===== src/rtl/pp_ctrl_pkg.sv =====
// pp_ctrl_pkg: shared FSM encoding and default pipeline latency for the post-processing stage controller
package pp_ctrl_pkg;
  typedef enum logic [1:0] {IDLE, RUN, DRAIN, DONE} state_t;
  localparam int PIPE_LAT_DEF = 2;
endpackage


===== src/rtl/pp_valid_tracker.sv =====
// pp_valid_tracker: PIPE_LAT-deep shift register marking which stage slots hold real pixels
//   clk, rst (sync, active-low) | advance: shift on a stage beat | din: flag shifted in | tail: flag leaving the stage
module pp_valid_tracker
  import pp_ctrl_pkg::*;
#(
  parameter int PIPE_LAT = PIPE_LAT_DEF
) (
  input  logic clk,
  input  logic rst,
  input  logic advance,
  input  logic din,
  output logic tail
);
  logic [PIPE_LAT-1:0] sr;
  always_ff @(posedge clk)
    if (!rst) sr <= '0;
    else if (advance) sr <= PIPE_LAT'({sr, din});
  assign tail = sr[PIPE_LAT-1];
endmodule


===== src/rtl/pp_stage_ctrl.sv =====
// pp_stage_ctrl: frame-level clock-enable / data-enable controller for a fixed-latency post-processing stage
//   clk, rst (sync, active-low) | start, abort, cfg_width, cfg_height: frame control
//   in_valid/in_ready: upstream pixel handshake | out_ready: downstream back-pressure
//   stage_clken, stage_enable: stage controls | out_valid, out_last: stage output qualifiers
//   col, row: coordinate of the accepted pixel | busy, frame_done, cfg_err: status
module pp_stage_ctrl
  import pp_ctrl_pkg::*;
#(
  parameter int COL_W    = 10,
  parameter int ROW_W    = 9,
  parameter int PIPE_LAT = PIPE_LAT_DEF
) (
  input  logic             clk,
  input  logic             rst,
  input  logic             start,
  input  logic             abort,
  input  logic [COL_W-1:0] cfg_width,
  input  logic [ROW_W-1:0] cfg_height,
  input  logic             in_valid,
  output logic             in_ready,
  input  logic             out_ready,
  output logic             stage_clken,
  output logic             stage_enable,
  output logic             out_valid,
  output logic             out_last,
  output logic [COL_W-1:0] col,
  output logic [ROW_W-1:0] row,
  output logic             busy,
  output logic             frame_done,
  output logic             cfg_err
);
  localparam int OW = COL_W + ROW_W;
  state_t st, nxt;
  logic [COL_W-1:0] lw;
  logic [ROW_W-1:0] lh;
  logic [OW-1:0] ocnt;
  logic [1:0] dcnt;
  logic idle, run, drain, cfg_ok, beat, last_px, drain_end, tail;
  assign idle         = st == IDLE;
  assign run          = st == RUN;
  assign drain        = st == DRAIN;
  assign busy         = !idle;
  assign frame_done   = st == DONE;
  assign cfg_ok       = |cfg_width && |cfg_height;
  assign in_ready     = run && out_ready;
  assign stage_clken  = (run || drain) && out_ready;
  // DRAIN pushes bubbles so the last real pixels flush out of the stage
  assign stage_enable = run ? in_valid : drain;
  assign beat         = stage_clken && stage_enable;
  assign last_px      = col == lw - COL_W'(1) && row == lh - ROW_W'(1);
  assign drain_end    = dcnt == 2'(PIPE_LAT - 1);
  assign out_valid    = tail && out_ready;
  assign out_last     = out_valid && ocnt == OW'(lw) * OW'(lh) - OW'(1);
  // abort shares the tracker's clear path with reset
  pp_valid_tracker #(.PIPE_LAT(PIPE_LAT)) u_trk (
    .clk,
    .rst(rst && !abort),
    .advance(beat),
    .din(run),
    .tail
  );
  always_ff @(posedge clk) st <= !rst ? IDLE : nxt;
  always_comb begin
    nxt = st;
    unique case (st)
      IDLE:  nxt = start && cfg_ok ? RUN : IDLE;
      RUN:   nxt = beat && last_px ? DRAIN : RUN;
      DRAIN: nxt = beat && drain_end ? DONE : DRAIN;
      DONE:  nxt = IDLE;
    endcase
    if (abort) nxt = IDLE;
  end
  always_ff @(posedge clk)
    if (!rst) begin
      lw      <= '0;
      lh      <= '0;
      col     <= '0;
      row     <= '0;
      ocnt    <= '0;
      dcnt    <= '0;
      cfg_err <= 1'b0;
    end else begin
      cfg_err <= idle && start && !abort && !cfg_ok;
      if (abort) begin
        col  <= '0;
        row  <= '0;
        ocnt <= '0;
        dcnt <= '0;
      end else begin
        if (idle && start && cfg_ok) begin
          lw   <= cfg_width;
          lh   <= cfg_height;
          col  <= '0;
          row  <= '0;
          ocnt <= '0;
          dcnt <= '0;
        end
        if (run && beat) begin
          col <= col == lw - COL_W'(1) ? '0 : col + COL_W'(1);
          if (col == lw - COL_W'(1)) row <= row + ROW_W'(1);
        end
        if (drain && beat) dcnt <= dcnt + 2'd1;
        if (out_valid) ocnt <= ocnt + OW'(1);
      end
    end
endmodule


===== config.mk =====
export PLATFORM = sky130hd
export DESIGN_NAME = pp_stage_ctrl
export DESIGN_NICKNAME = d
export VERILOG_FILES = /design/src/rtl/pp_ctrl_pkg.sv /design/src/rtl/pp_valid_tracker.sv /design/src/rtl/pp_stage_ctrl.sv
export SDC_FILE = /design/constraint.sdc
export NUM_CORES = 1
export LEC_CHECK = 0
export BUFFER_PORTS_ARGS = -buffer_cell sky130_fd_sc_hd__buf_2
export CORE_UTILIZATION = 63
export DETAILED_ROUTE_END_ITERATION = 16
export GPL_ROUTABILITY_DRIVEN = 0
export PLACE_DENSITY = 0.87
export RECOVER_POWER = 100
export SLEW_MARGIN = 20
export SYNTH_ARGS = -nofsm -noshare
export SYNTH_HDL_FRONTEND = slang
export SYNTH_SLANG_ARGS = --single-unit

===== constraint.sdc =====
create_clock -name clk -period 6.5 [get_ports clk]
set_clock_uncertainty 0.15 [all_clocks]
set_input_delay 0.325 -clock clk [delete_from_list [all_inputs] [get_ports clk]]
set_output_delay 0.325 -clock clk [all_outputs]
set_load 0.05 [all_outputs]

Yosys cells after proc, flatten, opt, wreduce, memory -nomap -nowiden
Index checks and enable logic that the tools add are counted.
{ "totals": {"inputBits": 25, "word_cells": 70, "out_inout_bits": 27, "regBits": 64} }
{ "classes": {"eq_ne": 7, "n_reduce_logical": 29, "multipliers": 1, "bitwise": 2, "muxes": 15, "add_sub_neg": 7} }
{ "ops": {"columns": ["op", "n"], "rows": [
  ["19-bit two-way mux", 2],
  ["10-bit two-way mux", 3],
  ["9-bit two-way mux", 3],
  ["19-bit by 1-bit adder with 19-bit output (second input constant)", 1],
  ["19-bit equality test", 1],
  ["10-bit by 9-bit multiplier with 19-bit output", 1],
  ["19-bit by 1-bit subtractor with 19-bit output (second input constant)", 1],
  ["1-bit logical AND", 17],
  ["10-bit by 1-bit adder with 10-bit output (second input constant)", 1],
  ["10-bit equality test", 1],
  ["10-bit OR reduction", 1],
  ["10-bit by 1-bit subtractor with 10-bit output (second input constant)", 1],
  ["9-bit by 1-bit adder with 9-bit output (second input constant)", 1],
  ["9-bit equality test", 1],
  ["9-bit OR reduction", 1],
  ["9-bit by 1-bit subtractor with 9-bit output (second input constant)", 1],
  ["2-bit case mux with 4 select lines", 1],
  ["2-bit two-way mux", 3],
  ["2-bit nonzero test", 3],
  ["2-bit by 1-bit equality test with 1-bit output (second input constant)", 2],
  ["2-bit equality test (second input constant)", 2],
  ["1-bit logical NOT", 3],
  ["1-bit two-way mux", 3],
  ["2-bit by 1-bit adder with 2-bit output (second input constant)", 1],
  ["5 further kinds", 6]
]} }

Depth between registers and ports, before layout
{ "depth": {"ltp_word": 7, "mapped_depth": 21, "depth_no_buf": 18} }

Modules after synthesis
A second synthesis with hierarchy kept.
{ "hier_totals": {"cells_unflattened": 885, "area_unflattened_um2": 7257.0} }
{ "by_module_without_submodules": {"columns": ["module", "instances", "cells_each", "seq_area_each_um2", "area_per_inst_um2"], "rows": [
  ["pp_stage_ctrl", 1, 879, 1241.2, 7184.4],
  ["pp_valid_tracker", 1, 6, 40.0, 72.6]
]} }

Least setup slack after synthesis
No wires, ideal clock.
{ "synth_timing": {"kind": "register to output", "startpoint": "reg lw[3]", "endpoint": "out out_last", "t_arrival_ns": 6.727, "t_required_ns": 6.025, "path_stages_with_launch": 21, "slack_ns": -0.702, "cell_sequence": "dfxtp_1 -> clkbuf_1 -> clkbuf_1 -> nand2_1 -> fa_1 -> fa_1 -> inv_1 -> fa_1 -> inv_1 -> fa_1 -> inv_1 -> fa_1 -> ha_1 -> clkbuf_1 -> nand3_1 -> o21bai_1 -> a21oi_1 -> nor2_1 -> o21ai_0 -> mux2_2 -> nor4_1"} }
{ "synth_via": {"elab_chain_cells": 4} }
{ "synth_lines": {"columns": ["item", "line_no", "source"], "rows": [
  ["start: declaration", "pp_stage_ctrl.sv:34", "logic [COL_W-1:0] lw;"],
  ["start signal: assignment", "pp_stage_ctrl.sv:91", "lw <= cfg_width;"],
  ["10-bit by 9-bit multiplier with 19-bit output", "pp_stage_ctrl.sv:53", "assign out_last = out_valid && ocnt == OW'(lw) * OW'(lh) - OW'(1);"],
  ["19-bit by 1-bit subtractor with 19-bit output", "pp_stage_ctrl.sv:53", null],
  ["19-bit equality test", "pp_stage_ctrl.sv:53", null],
  ["1-bit logical AND", "pp_stage_ctrl.sv:53", null],
  ["end: declaration", "pp_stage_ctrl.sv:25", "output logic out_last,"]
]} }
No other way between the ends.

Worst setup path after layout
{ "layout_timing": {"startpoint": "reg lw[2]", "endpoint": "out out_last"} }
The elaborated chain is that of the path after synthesis.

==> results.json <==
{
  "outcome": "complete, but fails checks",
  "violations_in_the_final_reports": "capacitance limit, slew limit",
  "final_antenna_net_count": 0,
  "numCtsBuffers": 9,
  "n_fill_cell": 882,
  "worst_ir_drop_vdd_mv": 0.169,
  "r2r_start": "lw[0]",
  "setup_viol": 0,
  "maxSlewHeadroom": -0.198,
  "route.detailed.drc": 0,
  "final_net_count": 1079,
  "net-switching-power_mw": 0.466,
  "post-route-worst-setup-slack_ns": 0.248,
  "timing.setup.critical_path_class": "reg -> out",
  "cts.hold.buffers_added": 0,
  "route.vias.total": 6692,
  "intPower_mw": 0.886,
  "seqPwrFrac": 0.311,
  "synth_warnings": 0,
  "buffer_ports.inserted": 51,
  "postRouteWirelength_um": 18600,
  "final_core_util": 0.698,
  "worst-r2r-cell-count": 10,
  "synth_cell_type_count": 59,
  "detail_route.iter0.violations": 803,
  "die_x_um": 110,
  "setup.worst_path.end": "out_last",
  "clock_power_share": 0.370,
  "max_clock_freq_mhz": 160,
  "start_point_of_the_critical_path": "lw[2]",
  "antennaDiodeCount": 0,
  "grt_util_all_layers": 0.315,
  "most_used_cells_in_the_layout_excluding_fill_and_tap_cells": "nand2_1 (123), inv_1 (84), ha_1 (65), nor2_1 (60), fa_1 (60)",
  "worst_skew_pair.late_latency_ns": 0.35,
  "worstSetupEndpointType": "primary output",
  "register_bit_count_reported_by_yosys": 64,
  "worst_ep_arrival_time_ns": 5.78,
  "layout.cells.non_filler": 1076,
  "grt_setup_unrepaired": "false",
  "grt_remaining_overflow": 0,
  "synthesis.area_per_instance_um2": 8.10,
  "transition_time_at_the_pin_with_the_least_slew_margin_ns": 1.80,
  "num_rows": 39,
  "clk_pin_slew_worst_paths_ns": 0.06,
  "power.density_cell_area_nw_per_um2": 170,
  "setup.worst_path.start_class": "register",
  "area_growth_syn_to_layout_pct": 8.26,
  "post_synth_inst_count": 908,
  "coreArea_um2": 11400,
  "synth-async-reset-ratio": 0,
  "layout_worst_path_cycle_share": 0.962,
  "combPwrFrac": 0.319,
  "timing.final.crit_period_ns": 6.25,
  "first_global_vias": 6013,
  "drive_gt1_frac": 0.0965,
  "post_drt_via_cell_ratio": 6.22,
  "post_synth_design_cell_area_um2": 7360,
  "timing.final.max_slew_violations": 20,
  "synth_sequential_area_ratio": 0.174,
  "global_route_wire_length_before_repair_um": 28900,
  "hold_viol_final": 0,
  "floorplan.io_pins": 52,
  "synth_enable_flop_cells": 0,
  "netSwitchingFraction": 0.345,
  "cap_viol_max_count": 1,
  "cts_num_sinks": 64,
  "crit_fanout": 10,
  "synth_top_flop_cell": "dfxtp_1",
  "floorplan.die_area_um2": 12100,
  "initial_core_util": 0.644,
  "tns_ns": 0,
  "place_inst": 1060,
  "hold_class": "in -> reg",
  "r2r_setup_slk_ns": 2.67,
  "drtPass1Iterations": 6,
  "tritoncts": "done",
  "cts.htree.levels": 3,
  "place_worst_setup_slack_ns": 0.367,
  "synth_fp_nets": 1059,
  "detail_route.wl_per_cell_um": 17.2,
  "grt_max_degree": 25,
  "layout.cells.most_common": "nand2_1",
  "cts_root_buf": "clkbuf_16",
  "dp_hpwl_um": 14100,
  "worst_ep_required_time_ns": 6.02,
  "number_of_antenna_violations_at_the_first_check_in_global_routing": 0,
  "die_h_um": 110,
  "hold_ws_ns": 0.111,
  "cts-root-to-sink-buffers": 2,
  "pleak_nw": 3.33
}
==> state kept, by name (all words and copies together), names as in the netlist, named ones only <==
register / flops
col: 10
ocnt: 19
cfg_err: 1
lh: 9
u_trk.sr: 2
row: 9
lw: 10
dcnt: 2
st: 1
==> through the flow <==
| stage | area, um^2 | total power, mW |
|---|---|---|
| floorplan | 7370 | 0.748 |
| detailed placement | 7680 | 0.842 |
| global placement | 7680 | 0.835 |
| finish | 7970 | 1.35 |
| global route | 7970 | 1.42 |
| CTS | 7980 | 1.34 |
==> synthesized netlist by cell type (3+ instances only) <==
cell type | n | area (um^2)
buf_2 | 4 | 20.0
a221o_1 | 5 | 50.1
or4_1 | 4 | 30.0
o21ai_0 | 36 | 180
a211o_1 | 6 | 52.6
a21oi_1 | 32 | 160
nor2b_1 | 22 | 138
fa_1 | 60 | 1200
nand3_1 | 38 | 190
clkbuf_1 | 46 | 173
inv_1 | 84 | 315
nand3b_1 | 3 | 22.5
o211ai_1 | 3 | 22.5
mux2i_1 | 27 | 270
mux2_2 | 10 | 113
or3_1 | 5 | 31.3
a2111oi_0 | 3 | 26.3
xor2_1 | 21 | 184
nor2_1 | 60 | 225
o31ai_1 | 3 | 22.5
a211oi_1 | 7 | 52.6
a21o_1 | 6 | 45.0
or2_2 | 6 | 37.5
dfxtp_1 | 64 | 1280
nor4_1 | 11 | 68.8
a22oi_1 | 3 | 22.5
o21a_1 | 5 | 37.5
xnor2_1 | 35 | 307
ha_1 | 66 | 826
a31oi_1 | 13 | 81.3
nand2_1 | 122 | 458
nand4_1 | 9 | 56.3
and3_1 | 12 | 75.1
nor3_1 | 20 | 100
and2_1 | 24 | 150
==> layer usage <==
metal | part of all wire | vias to the layer above | wire length (um) | GRT usage
li1 | - | 3119 | - | -
met1 | 0.42 | 3202 | 7710 | 0.429
met2 | 0.47 | 324 | 8810 | 0.496
met3 | 0.088 | 47 | 1640 | 0.0629
met4 | 0.021 | 0 | 391 | 0.112
met5 | 0 | - | 0 | 0
==> cell families after synthesis <==
family          Yosys count  share of synthesized area
buf+inv                 137                     0.0716
xor+xnor                 56                     0.0667
mux                      37                     0.0520
fa+ha+maj               126                      0.275
simple gates            348                      0.230
flops                    64                      0.174
compound gates          140                      0.130
==> worst min path at each step <==
| stage | start | endpoint | slack (ns) | depth (start not counted) |
|---|---|---|---|---|
| 6_report | cfg_width[9] | lw[9] | 0.11 | 3 |
| 5_1_grt | cfg_width[8] | lw[8] | 0.13 | 3 |
| 4_1_cts | cfg_width[8] | lw[8] | 0.11 | 3 |
| 3_5_place_dp | u_trk.sr[0] | u_trk.sr[0] | 0.33 | 2 |
| 3_3_place_gp | u_trk.sr[0] | u_trk.sr[0] | 0.31 | 2 |
| 2_1_floorplan | u_trk.sr[0] | u_trk.sr[0] | 0.30 | 2 |
==> worst max-delay path: stages (launching register included) <==
cell and delay, ns:
dfxtp_2 0.46, nand2_1 0.12, fa_1 0.54, inv_1 0.04, ha_1 0.27, inv_1 0.06, fa_1 0.44, fa_1 0.55
inv_1 0.05, fa_1 0.48, ha_1 0.41, a21o_1 0.26, a211o_1 0.33, o22ai_1 0.16, mux2i_1 0.09, a2111oi_0 0.41
nand4_1 0.22, nor4_4 0.28, buf_4 0.23
==> power by group through the flow <==
| stage | clock (mW) | combinational [mW] | sequential [mW] |
|---|---|---|---|
| finish | 0.500 | 0.432 | 0.420 |
| global route | 0.520 | 0.475 | 0.421 |
| CTS | 0.500 | 0.421 | 0.418 |
| detailed placement | 0 | 0.416 | 0.426 |
| global placement | 0 | 0.409 | 0.426 |
| floorplan | 0 | 0.337 | 0.411 |
==> repair_timing <==
action / 4_1_cts / 5_1_grt
setup endpoints to repair: 1 / 1
setup buffers: 0 / 0
endpoints found under the hold margin: 0 / 0
gates resized for setup: 1 / 20
==> area by class of cell <==
class / instances / area, um^2 / share of cell area
tap: 143 / 179 / 0.0225
inverter: 84 / 315 / 0.0396
timing repair buffer: 62 / 308 / 0.0386
sequential: 64 / 1300 / 0.163
clock inverter: 4 / 53.8 / 0.00675
clock buffer: 12 / 246 / 0.0309
multi-input combinational: 707 / 5560 / 0.698
Note: power is estimated with default switching activity, not from simulation.
